==> config.mk <==
export PLATFORM = sky130hd
export DESIGN_NAME = md_seq_flat
export DESIGN_NICKNAME = d
export VERILOG_FILES = /design/src/rtl/md_seq_if.sv /design/src/rtl/md_seq.sv /design/src/flat_wrapper.sv
export SDC_FILE = /design/constraint.sdc
export NUM_CORES = 1
export LEC_CHECK = 0
export BUFFER_PORTS_ARGS = -buffer_cell sky130_fd_sc_hd__buf_2
export CAP_MARGIN = 20
export CORE_AREA = 2 2 86 149
export DETAILED_ROUTE_END_ITERATION = 10
export DIE_AREA = 0 0 88 151
export HOLD_SLACK_MARGIN = 0.08
export PLACE_DENSITY = 0.9
export SLEW_MARGIN = 10
export SYNTH_ARGS = -nofsm -noshare
export SYNTH_HDL_FRONTEND = slang
export SYNTH_SLANG_ARGS = --single-unit
==> constraint.sdc <==
create_clock -name clk -period 10.7 [get_ports clk]
set_input_delay 2.14 -clock clk [delete_from_list [all_inputs] [get_ports clk]]
set_output_delay 2.14 -clock clk [all_outputs]
set_load 0.05 [all_outputs]
==> src/rtl/md_seq_if.sv <==
`default_nettype none
// == md_seq_if | EX-stage <-> multiply/divide sequencer bus | rev 1.0 ==
interface md_seq_if;
  logic        start_i;
  logic [2:0]  op_i;
  logic        flush_i;
  logic [31:0] opdata1_i;
  logic [31:0] opdata2_i;
  logic        div_ready_i;
  logic [63:0] div_result_i;
  logic        div_start_o;
  logic        div_annul_o;
  logic        div_signed_o;
  logic [31:0] div_opdata1_o;
  logic [31:0] div_opdata2_o;
  logic        mac_phase_o;
  logic        stallreq_o;
  logic        whilo_o;
  logic [63:0] result_o;
  logic        err_o;

  modport slave (
    input  start_i, op_i, flush_i, opdata1_i, opdata2_i, div_ready_i, div_result_i,
    output div_start_o, div_annul_o, div_signed_o, div_opdata1_o, div_opdata2_o,
           mac_phase_o, stallreq_o, whilo_o, result_o, err_o
  );

  modport master (
    output start_i, op_i, flush_i, opdata1_i, opdata2_i, div_ready_i, div_result_i,
    input  div_start_o, div_annul_o, div_signed_o, div_opdata1_o, div_opdata2_o,
           mac_phase_o, stallreq_o, whilo_o, result_o, err_o
  );
endinterface
`default_nettype wire

==> src/rtl/md_seq.sv <==
`default_nettype none
// == md_seq | multi-cycle MAC / divide sequencer with divider handshake and timeout | rev 1.0 ==
module md_seq (
  input  wire logic clk,
  input  wire logic rst,
  md_seq_if.slave   bus
);

  localparam logic [2:0] OP_MADD  = 3'b001;
  localparam logic [2:0] OP_MADDU = 3'b010;
  localparam logic [2:0] OP_MSUB  = 3'b011;
  localparam logic [2:0] OP_MSUBU = 3'b100;
  localparam logic [2:0] OP_DIV   = 3'b101;
  localparam logic [2:0] OP_DIVU  = 3'b110;
  localparam logic [5:0] TIMEOUT  = 6'd40;

  typedef enum logic [1:0] {
    IDLE     = 2'd0,
    MAC_ACC  = 2'd1,
    DIV_WAIT = 2'd2,
    DIV_DONE = 2'd3
  } state_t;

  state_t      state;
  logic [5:0]  wait_cnt;
  logic        div_start;
  logic        annul_pulse;
  logic        div_signed;
  logic [31:0] opa;
  logic [31:0] opb;
  logic        mac_phase;
  logic        whilo_q;
  logic [63:0] result;
  logic        err;

  logic is_mac;
  logic is_div;

  assign is_mac = (bus.op_i == OP_MADD) || (bus.op_i == OP_MADDU) ||
                  (bus.op_i == OP_MSUB) || (bus.op_i == OP_MSUBU);
  assign is_div = (bus.op_i == OP_DIV) || (bus.op_i == OP_DIVU);

  always_ff @(posedge clk or posedge rst) begin
    if (rst) begin
      state       <= IDLE;
      wait_cnt    <= 6'd0;
      div_start   <= 1'b0;
      annul_pulse <= 1'b0;
      div_signed  <= 1'b0;
      opa         <= 32'd0;
      opb         <= 32'd0;
      mac_phase   <= 1'b0;
      whilo_q     <= 1'b0;
      result      <= 64'd0;
      err         <= 1'b0;
    end else begin
      annul_pulse <= 1'b0;
      err         <= 1'b0;
      if (bus.flush_i) begin
        state     <= IDLE;
        div_start <= 1'b0;
        mac_phase <= 1'b0;
        whilo_q   <= 1'b0;
      end else begin
        case (state)
          IDLE: begin
            if (bus.start_i && is_mac) begin
              state     <= MAC_ACC;
              mac_phase <= 1'b1;
              whilo_q   <= 1'b1;
            end else if (bus.start_i && is_div) begin
              if (bus.opdata2_i != 32'd0) begin
                opa        <= bus.opdata1_i;
                opb        <= bus.opdata2_i;
                div_signed <= (bus.op_i == OP_DIV);
                div_start  <= 1'b1;
                wait_cnt   <= 6'd0;
                state      <= DIV_WAIT;
              end else begin
                // divide by zero never reaches the divider
                result  <= 64'd0;
                whilo_q <= 1'b1;
                state   <= DIV_DONE;
              end
            end
          end
          MAC_ACC: begin
            mac_phase <= 1'b0;
            whilo_q   <= 1'b0;
            state     <= IDLE;
          end
          DIV_WAIT: begin
            if (bus.div_ready_i) begin
              result    <= bus.div_result_i;
              div_start <= 1'b0;
              whilo_q   <= 1'b1;
              state     <= DIV_DONE;
            end else if (wait_cnt == TIMEOUT) begin
              result      <= 64'd0;
              div_start   <= 1'b0;
              annul_pulse <= 1'b1;
              err         <= 1'b1;
              whilo_q     <= 1'b1;
              state       <= DIV_DONE;
            end else begin
              wait_cnt <= wait_cnt + 6'd1;
            end
          end
          DIV_DONE: begin
            whilo_q <= 1'b0;
            state   <= IDLE;
          end
          default: state <= IDLE;
        endcase
      end
    end
  end

  // flush must silence the stall and the HI/LO write in the same cycle it arrives
  assign bus.stallreq_o    = !rst && !bus.flush_i &&
                             (((state == IDLE) && bus.start_i && (is_mac || is_div)) ||
                              (state == DIV_WAIT));
  assign bus.whilo_o       = whilo_q && !bus.flush_i;
  assign bus.div_annul_o   = annul_pulse || ((state == DIV_WAIT) && bus.flush_i);
  assign bus.div_start_o   = div_start;
  assign bus.div_signed_o  = div_signed;
  assign bus.div_opdata1_o = opa;
  assign bus.div_opdata2_o = opb;
  assign bus.mac_phase_o   = mac_phase;
  assign bus.result_o      = result;
  assign bus.err_o         = err;

endmodule
`default_nettype wire

==> src/flat_wrapper.sv <==
// flat-port wrapper written by rule: the top's interface ports become plain ports
module md_seq_flat 
  (clk, rst, bus_start_i, bus_op_i, bus_flush_i, bus_opdata1_i, bus_opdata2_i, bus_div_ready_i, bus_div_result_i, bus_div_start_o, bus_div_annul_o, bus_div_signed_o, bus_div_opdata1_o, bus_div_opdata2_o, bus_mac_phase_o, bus_stallreq_o, bus_whilo_o, bus_result_o, bus_err_o);
  md_seq_if bus_i ();
  input  wire logic clk;
  input  wire logic rst;
  input wire logic [$bits(bus_i.start_i)-1:0] bus_start_i;
  input wire logic [$bits(bus_i.op_i)-1:0] bus_op_i;
  input wire logic [$bits(bus_i.flush_i)-1:0] bus_flush_i;
  input wire logic [$bits(bus_i.opdata1_i)-1:0] bus_opdata1_i;
  input wire logic [$bits(bus_i.opdata2_i)-1:0] bus_opdata2_i;
  input wire logic [$bits(bus_i.div_ready_i)-1:0] bus_div_ready_i;
  input wire logic [$bits(bus_i.div_result_i)-1:0] bus_div_result_i;
  output wire logic [$bits(bus_i.div_start_o)-1:0] bus_div_start_o;
  output wire logic [$bits(bus_i.div_annul_o)-1:0] bus_div_annul_o;
  output wire logic [$bits(bus_i.div_signed_o)-1:0] bus_div_signed_o;
  output wire logic [$bits(bus_i.div_opdata1_o)-1:0] bus_div_opdata1_o;
  output wire logic [$bits(bus_i.div_opdata2_o)-1:0] bus_div_opdata2_o;
  output wire logic [$bits(bus_i.mac_phase_o)-1:0] bus_mac_phase_o;
  output wire logic [$bits(bus_i.stallreq_o)-1:0] bus_stallreq_o;
  output wire logic [$bits(bus_i.whilo_o)-1:0] bus_whilo_o;
  output wire logic [$bits(bus_i.result_o)-1:0] bus_result_o;
  output wire logic [$bits(bus_i.err_o)-1:0] bus_err_o;
  assign bus_i.start_i = bus_start_i;
  assign bus_i.op_i = bus_op_i;
  assign bus_i.flush_i = bus_flush_i;
  assign bus_i.opdata1_i = bus_opdata1_i;
  assign bus_i.opdata2_i = bus_opdata2_i;
  assign bus_i.div_ready_i = bus_div_ready_i;
  assign bus_i.div_result_i = bus_div_result_i;
  assign bus_div_start_o = bus_i.div_start_o;
  assign bus_div_annul_o = bus_i.div_annul_o;
  assign bus_div_signed_o = bus_i.div_signed_o;
  assign bus_div_opdata1_o = bus_i.div_opdata1_o;
  assign bus_div_opdata2_o = bus_i.div_opdata2_o;
  assign bus_mac_phase_o = bus_i.mac_phase_o;
  assign bus_stallreq_o = bus_i.stallreq_o;
  assign bus_whilo_o = bus_i.whilo_o;
  assign bus_result_o = bus_i.result_o;
  assign bus_err_o = bus_i.err_o;
  md_seq u_core (.clk(clk), .rst(rst), .bus(bus_i));
endmodule
==> results of run 1 <==
## path summary, 6_finish.rpt
| kind | cells after the start | slack, ns | endpoint |
|---|---|---|---|
| min in group asynchronous | 2 | 1.81 | u_core.bus.result_o[41] |
| setup reg to reg | 7 | 8.30 | u_core.bus.result_o[15] |
| hold reg to reg | 2 | 0.49 | u_core.bus.div_signed_o |
| max in group asynchronous | 4 | 7.79 | u_core.bus.div_opdata2_o[1] |
| hold / removal | 2 | 0.49 | u_core.bus.div_signed_o |
| setup / recovery | 5 | 5.34 | bus_stallreq_o |
## cells by family after synthesis
| group | count (synthesis) | synth area share [%] |
|---|---|---|
| adders and majority gates | 2 | 0.4156 |
| buffers and inverters | 92 | 6.546 |
| AOI/OAI and AO/OA | 20 | 2.265 |
| DFF | 141 | 58.60 |
| and+or+nand+nor | 120 | 8.894 |
| xor gates and xnor gates | 1 | 0.1455 |
| muxes | 131 | 23.13 |
## per-stage QoR
stage          hold slack (ns)  cell area, um^2  worst slack, ns  util [%]
3_3_place_gp            0.4798             7480            5.407     62.32
4_1_cts                 0.4968             8055            5.342     67.11
3_5_place_dp            0.4807             7480            5.342     62.32
5_1_grt                 0.5145             8103            5.247     67.51
6_report                0.4879             8103            5.340     67.51
2_1_floorplan           0.5103             6021            4.779         -
## critical path: cells and delay by family
family	cells	cell delay [ns]
AND/OR/NAND/NOR	2	0.32
buffers and inverters	2	0.44
AO/OA/AOI/OAI	1	0.32
## cell type report
class / count / area, um^2 / area share, %
clock buffers: 19 / 432.9 / 5.343
flip-flops and latches: 141 / 3528 / 43.55
multi-input cells: 274 / 2115 / 26.10
well taps: 165 / 206.4 / 2.548
clock inverters: 13 / 142.6 / 1.760
repair buffers: 274 / 1414 / 17.45
inverters: 69 / 264.0 / 3.258
## state kept, by name (all words and copies together) (netlist names)
| register | cells |
|---|---|
| u_core.bus.div_start_o | 1 |
| u_core.bus.div_opdata2_o | 32 |
| u_core.bus.div_opdata1_o | 32 |
| u_core.whilo_q | 1 |
| u_core.bus.mac_phase_o | 1 |
| u_core.bus.result_o | 64 |
| u_core.bus.div_signed_o | 1 |
| u_core.wait_cnt | 6 |
| u_core.state | 2 |
| u_core.bus.err_o | 1 |
## cell usage in the layout, fill, tap and decap left out, types with 4 or more instances in the layout
cell / netlist / final
sky130_fd_sc_hd__o21ai_0: 4 / 4
sky130_fd_sc_hd__nand2_1: 72 / 72
sky130_fd_sc_hd__nand3_1: 5 / 5
sky130_fd_sc_hd__inv_1: 69 / 68
sky130_fd_sc_hd__mux2_2: 65 / 65
sky130_fd_sc_hd__clkinv_4: 0 / 4
sky130_fd_sc_hd__clkbuf_16: 0 / 17
sky130_fd_sc_hd__buf_2: 0 / 270
sky130_fd_sc_hd__nor2_1: 14 / 14
sky130_fd_sc_hd__mux2i_1: 66 / 66
sky130_fd_sc_hd__dfrtp_1: 141 / 141
sky130_fd_sc_hd__nor4_1: 11 / 11
## power by group through the flow
stage / Sequential [W] / Combinational (W) / Clock (W)
4_1_cts: 0.000821 / 0.00116 / 0.000582
5_1_grt: 0.000845 / 0.00121 / 0.000606
3_5_place_dp: 0.000828 / 0.00116 / 0
2_1_floorplan: 0.00149 / 0.000193 / 0
6_report: 0.000820 / 0.00115 / 0.000572
3_3_place_gp: 0.000816 / 0.00113 / 0
## metal layers
layer / track usage, % / up-vias / share of wire (%)
met2: 40.95 / 180 / 55
met3: 5.722 / 32 / 5.4
li1: - / 2218 / -
met5: 0 / - / 0
met4: 8.923 / 0 / 2.8
met1: 24.69 / 2234 / 37
==> flow_summary.json, run 1 <==
{
  "post_synth_main_area_contributors": "sky130_fd_sc_hd__dfrtp_1, sky130_fd_sc_hd__mux2_2, sky130_fd_sc_hd__mux2i_1, sky130_fd_sc_hd__nand2_1, sky130_fd_sc_hd__inv_1",
  "gr_usage_total_pct": 22.60,
  "die_area_um2": 13290,
  "avgSynthCellArea_um2": 11.88,
  "postSynthCellCount": 507,
  "synth.cell_area_um2": 6021,
  "start_to_end_type_of_the_worst_setup_path": "input port to output port",
  "grt_start_max_net_pins": 83,
  "power_density_nw_per_um2": 313.8,
  "total_chip_power_w": 0.002542,
  "seq_power_share_pct": 32.3,
  "yosysSeqAreaShare_pct": 58.60,
  "critical_register_to_register_path_startpoint": "u_core.wait_cnt[0]",
  "share_of_layout_cells_above_drive_strength_1_pct": 47.22,
  "startpoint_class_of_the_critical_path": "input port",
  "drv_slew": 0,
  "cts_made_buffers": 17,
  "drt-total-wl_um": 14760,
  "nFillCells": 894,
  "final_hold_viol_count": 0,
  "routed_via_density": 4.884,
  "drc": 0,
  "clk_transition_reported_paths_ns": 0.06,
  "clock.fmax_mhz": 186.6,
  "synth_warnings": 0,
  "power.share.combinational_pct": 45.2,
  "cellInternalPower_w": 0.001335,
  "clock_tree.htree_level_count": 4,
  "worst-path-max-fanout": 5,
  "power.clock.fraction_pct": 22.5,
  "synth.cells.most_frequent": "sky130_fd_sc_hd__dfrtp_1, sky130_fd_sc_hd__nand2_1, sky130_fd_sc_hd__inv_1",
  "numPortBuffers": 270,
  "ir_drop_mv": 0.1676,
  "drt_iter0_drc": 230,
  "status": "finished, final reports clean",
  "routabilityCongestion": 0.8400,
  "crit_path_end_kind": "output port",
  "number_of_synthesized_flops_with_an_enable_pin": 0,
  "drt-wirelength-per-cell_um": 15.45,
  "timing.critical_path.cells": "buf_2 -> or3_1 -> nand3_1 -> a211oi_1 -> buf_2",
  "num_rows": 53,
  "setup_violations": 0,
  "worst_slew_margin_rel_pct": 26.71,
  "worst_path_cell_with_the_longest_stage_delay": "sky130_fd_sc_hd__a211oi_1",
  "arrival_ns": 3.22,
  "number_of_vias_after_detailed_routing": 4664,
  "clock_insertion_delay_worst_skew_ns": 0.40,
  "setup_repair_after_global_routing_missed_its_margin": "no",
  "first_global_vias": 5001,
  "path_common_cell": "sky130_fd_sc_hd__buf_2",
  "final.min_clock_period_ns": 5.360,
  "layout_worst_path_cycle_share_pct": 50.10,
  "clockBufferDepth": 2,
  "die_x_um": 88,
  "place.detailed.instances": 921,
  "dp.final_hpwl_um": 10950,
  "synth_top_flop_cell": "sky130_fd_sc_hd__dfrtp_1",
  "synth_register_bits": 141,
  "tritoncts": "built",
  "top_level_ports": 271,
  "synth.most_common_cell": "sky130_fd_sc_hd__dfrtp_1",
  "final.setup.tns_ns": 0,
  "syn_to_final_growth_pct": 34.58,
  "die_y_um": 151,
  "grt_first_pass_wirelength_um": 23200,
  "num-nets-final": 915,
  "critPathRequiredTime_ns": 8.56,
  "final_cells": 955,
  "worst_pin_slew_ns": 1.099,
  "grt_remaining_overflow": 0,
  "num_antenna_cells": 0,
  "synth-async-reset-ratio_pct": 100.0,
  "post_cts.repair.setup_buffers": 0,
  "switchingPower_w": 0.001207,
  "critical-path-max-stage-delay_ns": 0.32,
  "clkSinkCount": 141,
  "synth_cell_type_count": 36,
  "synth_nets": 645,
  "fin_worst_skew_ns": 0.006525,
  "cap_viol_max_count": 0,
  "cts_root_buf": "sky130_fd_sc_hd__clkbuf_16",
  "cts-hold-fix-buffers": 0,
  "number_of_antenna_violations_at_the_first_check_in_global_routing": 0,
  "synth_top_area_cell": "sky130_fd_sc_hd__dfrtp_1",
  "hold_path_class": "flip-flop to flip-flop",
  "post_cts_resize_count": 0,
  "synth_top_area_share_pct": 58.60,
  "antenna_left": 0,
  "start_util_pct": 50.16,
  "drtPass1Iterations": 5,
  "core_area_um2": 12000,
  "p_leak_nw": 4.554,
  "min_from": "u_core.bus.div_signed_o",
  "crit_start": "bus_op_i[0]",
  "switching_part_of_the_total_power_pct": 47.47
}
Note: power is estimated with default switching activity, not from simulation.
==> run 2: changes to the inputs <==
Settings changed: CORE_AREA 2 2 86 149 to 2 2 89 155, DIE_AREA 0 0 88 151 to 0 0 91 157, PLACE_DENSITY 0.9 to 0.85.
Clock period 10.7 ns to 5.4 ns, I/O delays scaled along.
==> flow_summary.json, run 2 (synthesized netlist as in run 1, its figures left out) <==
{
  "cellInternalPower_w": 0.002702,
  "power.clock.fraction_pct": 23.5,
  "final.min_clock_period_ns": 3.345,
  "nFillCells": 1111,
  "grt_first_pass_wirelength_um": 22660,
  "tritoncts": "built",
  "fin_area_um2": 8115,
  "drc": 0,
  "start_to_end_type_of_the_worst_setup_path": "input port to flip-flop",
  "clock.fmax_mhz": 299.0,
  "final_cells": 960,
  "critical-path-top-delay-family": "simple AND/OR/NAND/NOR gates",
  "p_leak_nw": 4.553,
  "top_level_ports": 271,
  "drv_slew": 0,
  "cts_root_buf": "sky130_fd_sc_hd__clkbuf_16",
  "crit_buf_inv": 1,
  "status": "finished, final reports clean",
  "final_hold_viol_count": 0,
  "setup_violations": 0,
  "syn_to_final_growth_pct": 34.79,
  "fin_worst_skew_ns": 0.007775,
  "routabilityCongestion": 0.7776,
  "post_cts_resize_count": 0,
  "crit_start": "bus_opdata2_i[22]",
  "worst-path-max-fanout": 64,
  "critical_register_to_register_path_startpoint": "u_core.state[0]",
  "final_common_cell": "sky130_fd_sc_hd__buf_2",
  "routed_via_density": 4.828,
  "placed_cell_area_um2": 7507,
  "core_area_um2": 12940,
  "timing.final.ws_setup_ns": 2.055,
  "ir_drop_mv": 0.3531,
  "worst_slew_margin_rel_pct": 26.70,
  "dp.final_hpwl_um": 10250,
  "grt_remaining_overflow": 0,
  "power_density_nw_per_um2": 624.8,
  "antenna_left": 0,
  "cap_viol_max_count": 0,
  "reg2reg_slack_ns": 2.83,
  "layout_common_cells": "sky130_fd_sc_hd__buf_2, sky130_fd_sc_hd__dfrtp_1, sky130_fd_sc_hd__nand2_1",
  "clkSinkCount": 141,
  "cts-hold-fix-buffers": 0,
  "power.share.combinational_pct": 44.4,
  "layout.core_utilization_pct": 62.73,
  "drt_iter0_drc": 174,
  "num-nets-final": 914,
  "number_of_antenna_violations_at_the_first_check_in_global_routing": 1,
  "arrival_ns": 3.57,
  "clock_tree.htree_level_count": 4,
  "seq_power_share_pct": 32.1,
  "critPathRequiredTime_ns": 5.63,
  "crit_path_end_kind": "flip-flop",
  "clk_transition_reported_paths_ns": 0.06,
  "clock_insertion_delay_worst_skew_ns": 0.40,
  "reg2regPathDepth": 5,
  "worst_pin_slew_ns": 1.100,
  "post_cts.repair.setup_buffers": 0,
  "numPortBuffers": 270,
  "layout_worst_path_cycle_share_pct": 61.94,
  "place.detailed.instances": 928,
  "timing.critical_path.cells": "buf_2 -> nor4_1 -> nand4_1 -> o21a_1 -> or4_4 -> mux2i_1",
  "critical-path-max-stage-delay_ns": 0.97,
  "hold_path_class": "flip-flop to flip-flop",
  "crit_end": "u_core.bus.result_o[15]",
  "switching_part_of_the_total_power_pct": 46.70,
  "switchingPower_w": 0.002368,
  "die_area_um2": 14290,
  "pre_cts_setup_slack_ns": 1.568,
  "cts_made_buffers": 17,
  "die_x_um": 91,
  "r2r-end": "u_core.bus.div_opdata1_o[10]",
  "gr_usage_total_pct": 19.68,
  "num_rows": 55,
  "number_of_vias_after_detailed_routing": 4635,
  "drt-wirelength-per-cell_um": 14.54,
  "clockBufferDepth": 2,
  "final.setup.tns_ns": 0,
  "flip_flop_count_of_the_largest_register_after_layout": 64,
  "startpoint_class_of_the_critical_path": "input port",
  "worst_path_cell_with_the_longest_stage_delay": "sky130_fd_sc_hd__or4_4",
  "grt_start_max_net_pins": 107,
  "setup_repair_after_global_routing_missed_its_margin": "no",
  "start_util_pct": 46.54,
  "drt-total-wl_um": 13960,
  "die_y_um": 157,
  "drtPass1Iterations": 4,
  "first_global_vias": 4802,
  "share_of_layout_cells_above_drive_strength_1_pct": 47.21,
  "timing.critical_path.depth": 6
}
## run 2: how the worst min path moves through the flow
stage | from | to | slack, ns | depth (start not counted)
finish | u_core.bus.div_signed_o | u_core.bus.div_signed_o | 0.48 | 2
global route | u_core.bus.div_opdata2_o[11] | u_core.bus.div_opdata2_o[11] | 0.51 | 1
CTS | u_core.bus.div_signed_o | u_core.bus.div_signed_o | 0.48 | 2
detailed placement | u_core.bus.div_signed_o | u_core.bus.div_signed_o | 0.47 | 2
global placement | u_core.bus.div_signed_o | u_core.bus.div_signed_o | 0.46 | 2
floorplan | u_core.wait_cnt[5] | u_core.wait_cnt[5] | 0.51 | 2
## run 2: metrics by stage
step,total power [W],hold slack [ns]
4_1_cts,0.005119,0.4819
5_1_grt,0.005300,0.5132
6_report,0.005070,0.4756
3_5_place_dp,0.003915,0.4689
2_1_floorplan,0.003344,0.5103
3_3_place_gp,0.003859,0.4580
## run 2: area by class of cell
| cell class | instances | area, um^2 | share of cell area [%] |
|---|---|---|---|
| antenna | 1 | 2.502 | 0.03084 |
| clock buffer | 19 | 442.9 | 5.458 |
| clock inverter | 12 | 162.7 | 2.004 |
| inverter | 69 | 264.0 | 3.253 |
| multi-input combinational | 274 | 2115 | 26.06 |
| sequential | 141 | 3528 | 43.48 |
| tap | 171 | 214.0 | 2.636 |
| timing repair buffer | 273 | 1386 | 17.08 |
## run 2: power by group through the flow
| stage | Combinational [W] | Sequential, W | Clock [W] |
|---|---|---|---|
| 5_1_grt | 0.00236 | 0.00168 | 0.00127 |
| 2_1_floorplan | 0.000382 | 0.00296 | 0 |
| 4_1_cts | 0.00227 | 0.00163 | 0.00122 |
| 3_3_place_gp | 0.00223 | 0.00163 | 0 |
| 6_report | 0.00225 | 0.00163 | 0.00119 |
| 3_5_place_dp | 0.00227 | 0.00165 | 0 |
## run 2: layer usage
| metal | part of all wire (%) | global-route usage, % |
|---|---|---|
| met4 | 2.1 | 7.576 |
| met3 | 5.5 | 4.548 |
| met2 | 54 | 35.20 |
| met5 | 0 | 0 |
| met1 | 39 | 22.81 |
## run 2: worst register-to-register path: stages (launching register included)
cell and delay (ns):
sky130_fd_sc_hd__dfrtp_1 0.44, sky130_fd_sc_hd__or2_1 0.31, sky130_fd_sc_hd__nor4b_1 0.60, sky130_fd_sc_hd__o21ai_4 0.28
sky130_fd_sc_hd__buf_4 0.41, sky130_fd_sc_hd__mux2_2 0.41
==> run 3: changes to the inputs <==
Settings changed: CORE_AREA 2 2 89 155 to 2 2 93 162, DIE_AREA 0 0 91 157 to 0 0 95 164, PLACE_DENSITY 0.85 to 0.82.
Clock period 5.4 ns to 2.8 ns, I/O delays scaled along.
==> flow_summary.json, run 3 (synthesized netlist as in run 1, its figures left out) <==
{
  "status": "finished, final reports clean",
  "antenna_left": 0,
  "clk_transition_reported_paths_ns": 0.06,
  "place.detailed.instances": 952,
  "switchingPower_w": 0.004608,
  "seq_power_share_pct": 31.6,
  "top_level_ports": 271,
  "gr_usage_total_pct": 19.15,
  "startpoint_class_of_the_critical_path": "input port",
  "start_util_pct": 42.11,
  "power.share.combinational_pct": 44.0,
  "placed_cell_area_um2": 7692,
  "setup_repair_after_global_routing_missed_its_margin": "no",
  "grt_first_pass_wirelength_um": 23160,
  "worst_slew_margin_rel_pct": 44.67,
  "die_area_um2": 15580,
  "drc": 0,
  "core_area_um2": 14300,
  "grt_start_max_net_pins": 52,
  "die_x_um": 95,
  "clockBufferDepth": 2,
  "top_usage_layer": "met2",
  "num-nets-final": 929,
  "cts-hold-fix-buffers": 0,
  "switching_part_of_the_total_power_pct": 46.41,
  "drt-total-wl_um": 14660,
  "reg2regPathDepth": 8,
  "final_cells": 984,
  "tritoncts": "built",
  "nFillCells": 1214,
  "arrival_ns": 2.56,
  "die_y_um": 164,
  "grt_util_met1_pct": 21.14,
  "timing.critical_path.cells": "buf_2 -> nor4_1 -> nand4_1 -> o21a_1 -> or4_4 -> buf_4 -> mux2i_1",
  "number_of_vias_after_detailed_routing": 4649,
  "drv_slew": 0,
  "drt-wirelength-per-cell_um": 14.90,
  "final.setup.tns_ns": 0,
  "drt_iter0_drc": 157,
  "worst_pin_slew_ns": 0.8282,
  "routabilityCongestion": 0.8053,
  "number_of_antenna_violations_at_the_first_check_in_global_routing": 0,
  "fin_worst_skew_ns": 0.01008,
  "cts_made_buffers": 17,
  "share_of_layout_cells_above_drive_strength_1_pct": 48.13,
  "clkSinkCount": 141,
  "met3_usage_in_global_routing_pct": 4.404,
  "critPathRequiredTime_ns": 3.07,
  "post_cts_resize_count": 0,
  "first_global_vias": 4910,
  "power.clock.fraction_pct": 24.4,
  "worst-path-max-fanout": 16,
  "met2_usage_pct": 34.49,
  "fin_area_um2": 8324,
  "reg2reg_slack_ns": 0.72,
  "grt_remaining_overflow": 0,
  "clock.fmax_mhz": 436.1,
  "cellInternalPower_w": 0.005322,
  "clock_insertion_delay_worst_skew_ns": 0.41,
  "setup_violations": 0,
  "cap_viol_max_count": 0,
  "critical_register_to_register_path_startpoint": "u_core.wait_cnt[0]",
  "r2r-end": "u_core.bus.result_o[45]",
  "routed_via_density": 4.725,
  "num_antenna_cells": 0,
  "layout_worst_path_cycle_share_pct": 81.89,
  "final_common_cell": "sky130_fd_sc_hd__buf_2",
  "final_hold_viol_count": 0,
  "drtPass1Iterations": 4,
  "crit_path_end_kind": "flip-flop",
  "layout_common_cells": "sky130_fd_sc_hd__buf_2, sky130_fd_sc_hd__dfrtp_1, sky130_fd_sc_hd__nand2_1",
  "numPortBuffers": 270,
  "p_leak_nw": 4.651,
  "hold_path_class": "input port to asynchronous set/reset pin",
  "critical-path-max-stage-delay_ns": 0.57,
  "cts_root_buf": "sky130_fd_sc_hd__clkbuf_16",
  "worst_path_cell_with_the_longest_stage_delay": "sky130_fd_sc_hd__or4_4",
  "syn_to_final_growth_pct": 38.26,
  "ir_drop_mv": 0.6203,
  "flip_flop_count_of_the_largest_register_after_layout": 64,
  "clock_tree.htree_level_count": 4,
  "crit_start": "bus_opdata2_i[22]",
  "start_to_end_type_of_the_worst_setup_path": "input port to flip-flop",
  "dp.final_hpwl_um": 11010,
  "power_density_nw_per_um2": 1193,
  "final.min_clock_period_ns": 2.293,
  "num_rows": 58,
  "post_cts.repair.setup_buffers": 0
}
-- run 3: worst max-delay path by stage --
stage                                    to
floorplan                    bus_stallreq_o
global placement    u_core.bus.result_o[22]
detailed placement  u_core.bus.result_o[45]
CTS                 u_core.bus.result_o[45]
global route        u_core.bus.result_o[45]
finish              u_core.bus.result_o[45]
-- run 3: power groups by stage --
stage,sequential [W],combinational (W),clock [W]
after CTS,0.00314,0.00442,0.00249
after detailed placement,0.00317,0.00441,0
final,0.00313,0.00437,0.00242
after floorplan,0.00571,0.000737,0
after global placement,0.00314,0.00433,0
after global routing,0.00323,0.00460,0.00257
-- run 3: stage by stage --
stage	total power (W)	setup slack (ns)	util [%]	hold WS, ns
2_1_floorplan	0.006449	0.1283	-	0.5103
3_3_place_gp	0.007467	0.07868	53.81	0.4575
3_5_place_dp	0.007578	0.03678	53.81	0.4711
4_1_cts	0.01004	0.4691	58.23	0.3283
5_1_grt	0.01041	0.3226	58.23	0.3312
6_report	0.009930	0.5072	58.23	0.3218
-- run 3: final cells by class --
cell class	count	area, um^2	area share (%)
clock buffers	20	446.7	5.366
flip-flops and latches	141	3528	42.39
well taps	180	225.2	2.706
repair buffers	288	1562	18.76
clock inverters	12	185.2	2.225
multi-input cells	274	2115	25.40
inverters	69	262.8	3.156
-- run 3: metal layers --
metal / up-vias / wire length [um]
met1: 2201 / 5532
met4: 0 / 385
met5: - / 0
met2: 177 / 7854
li1: 2241 / -
met3: 30 / 889
-- run 3: critical path: cells and delay by family --
family          cells  cell delay [ns]
compound gates      1             0.24
buf+inv             2             0.35
mux                 1             0.16
simple gates        3             1.25
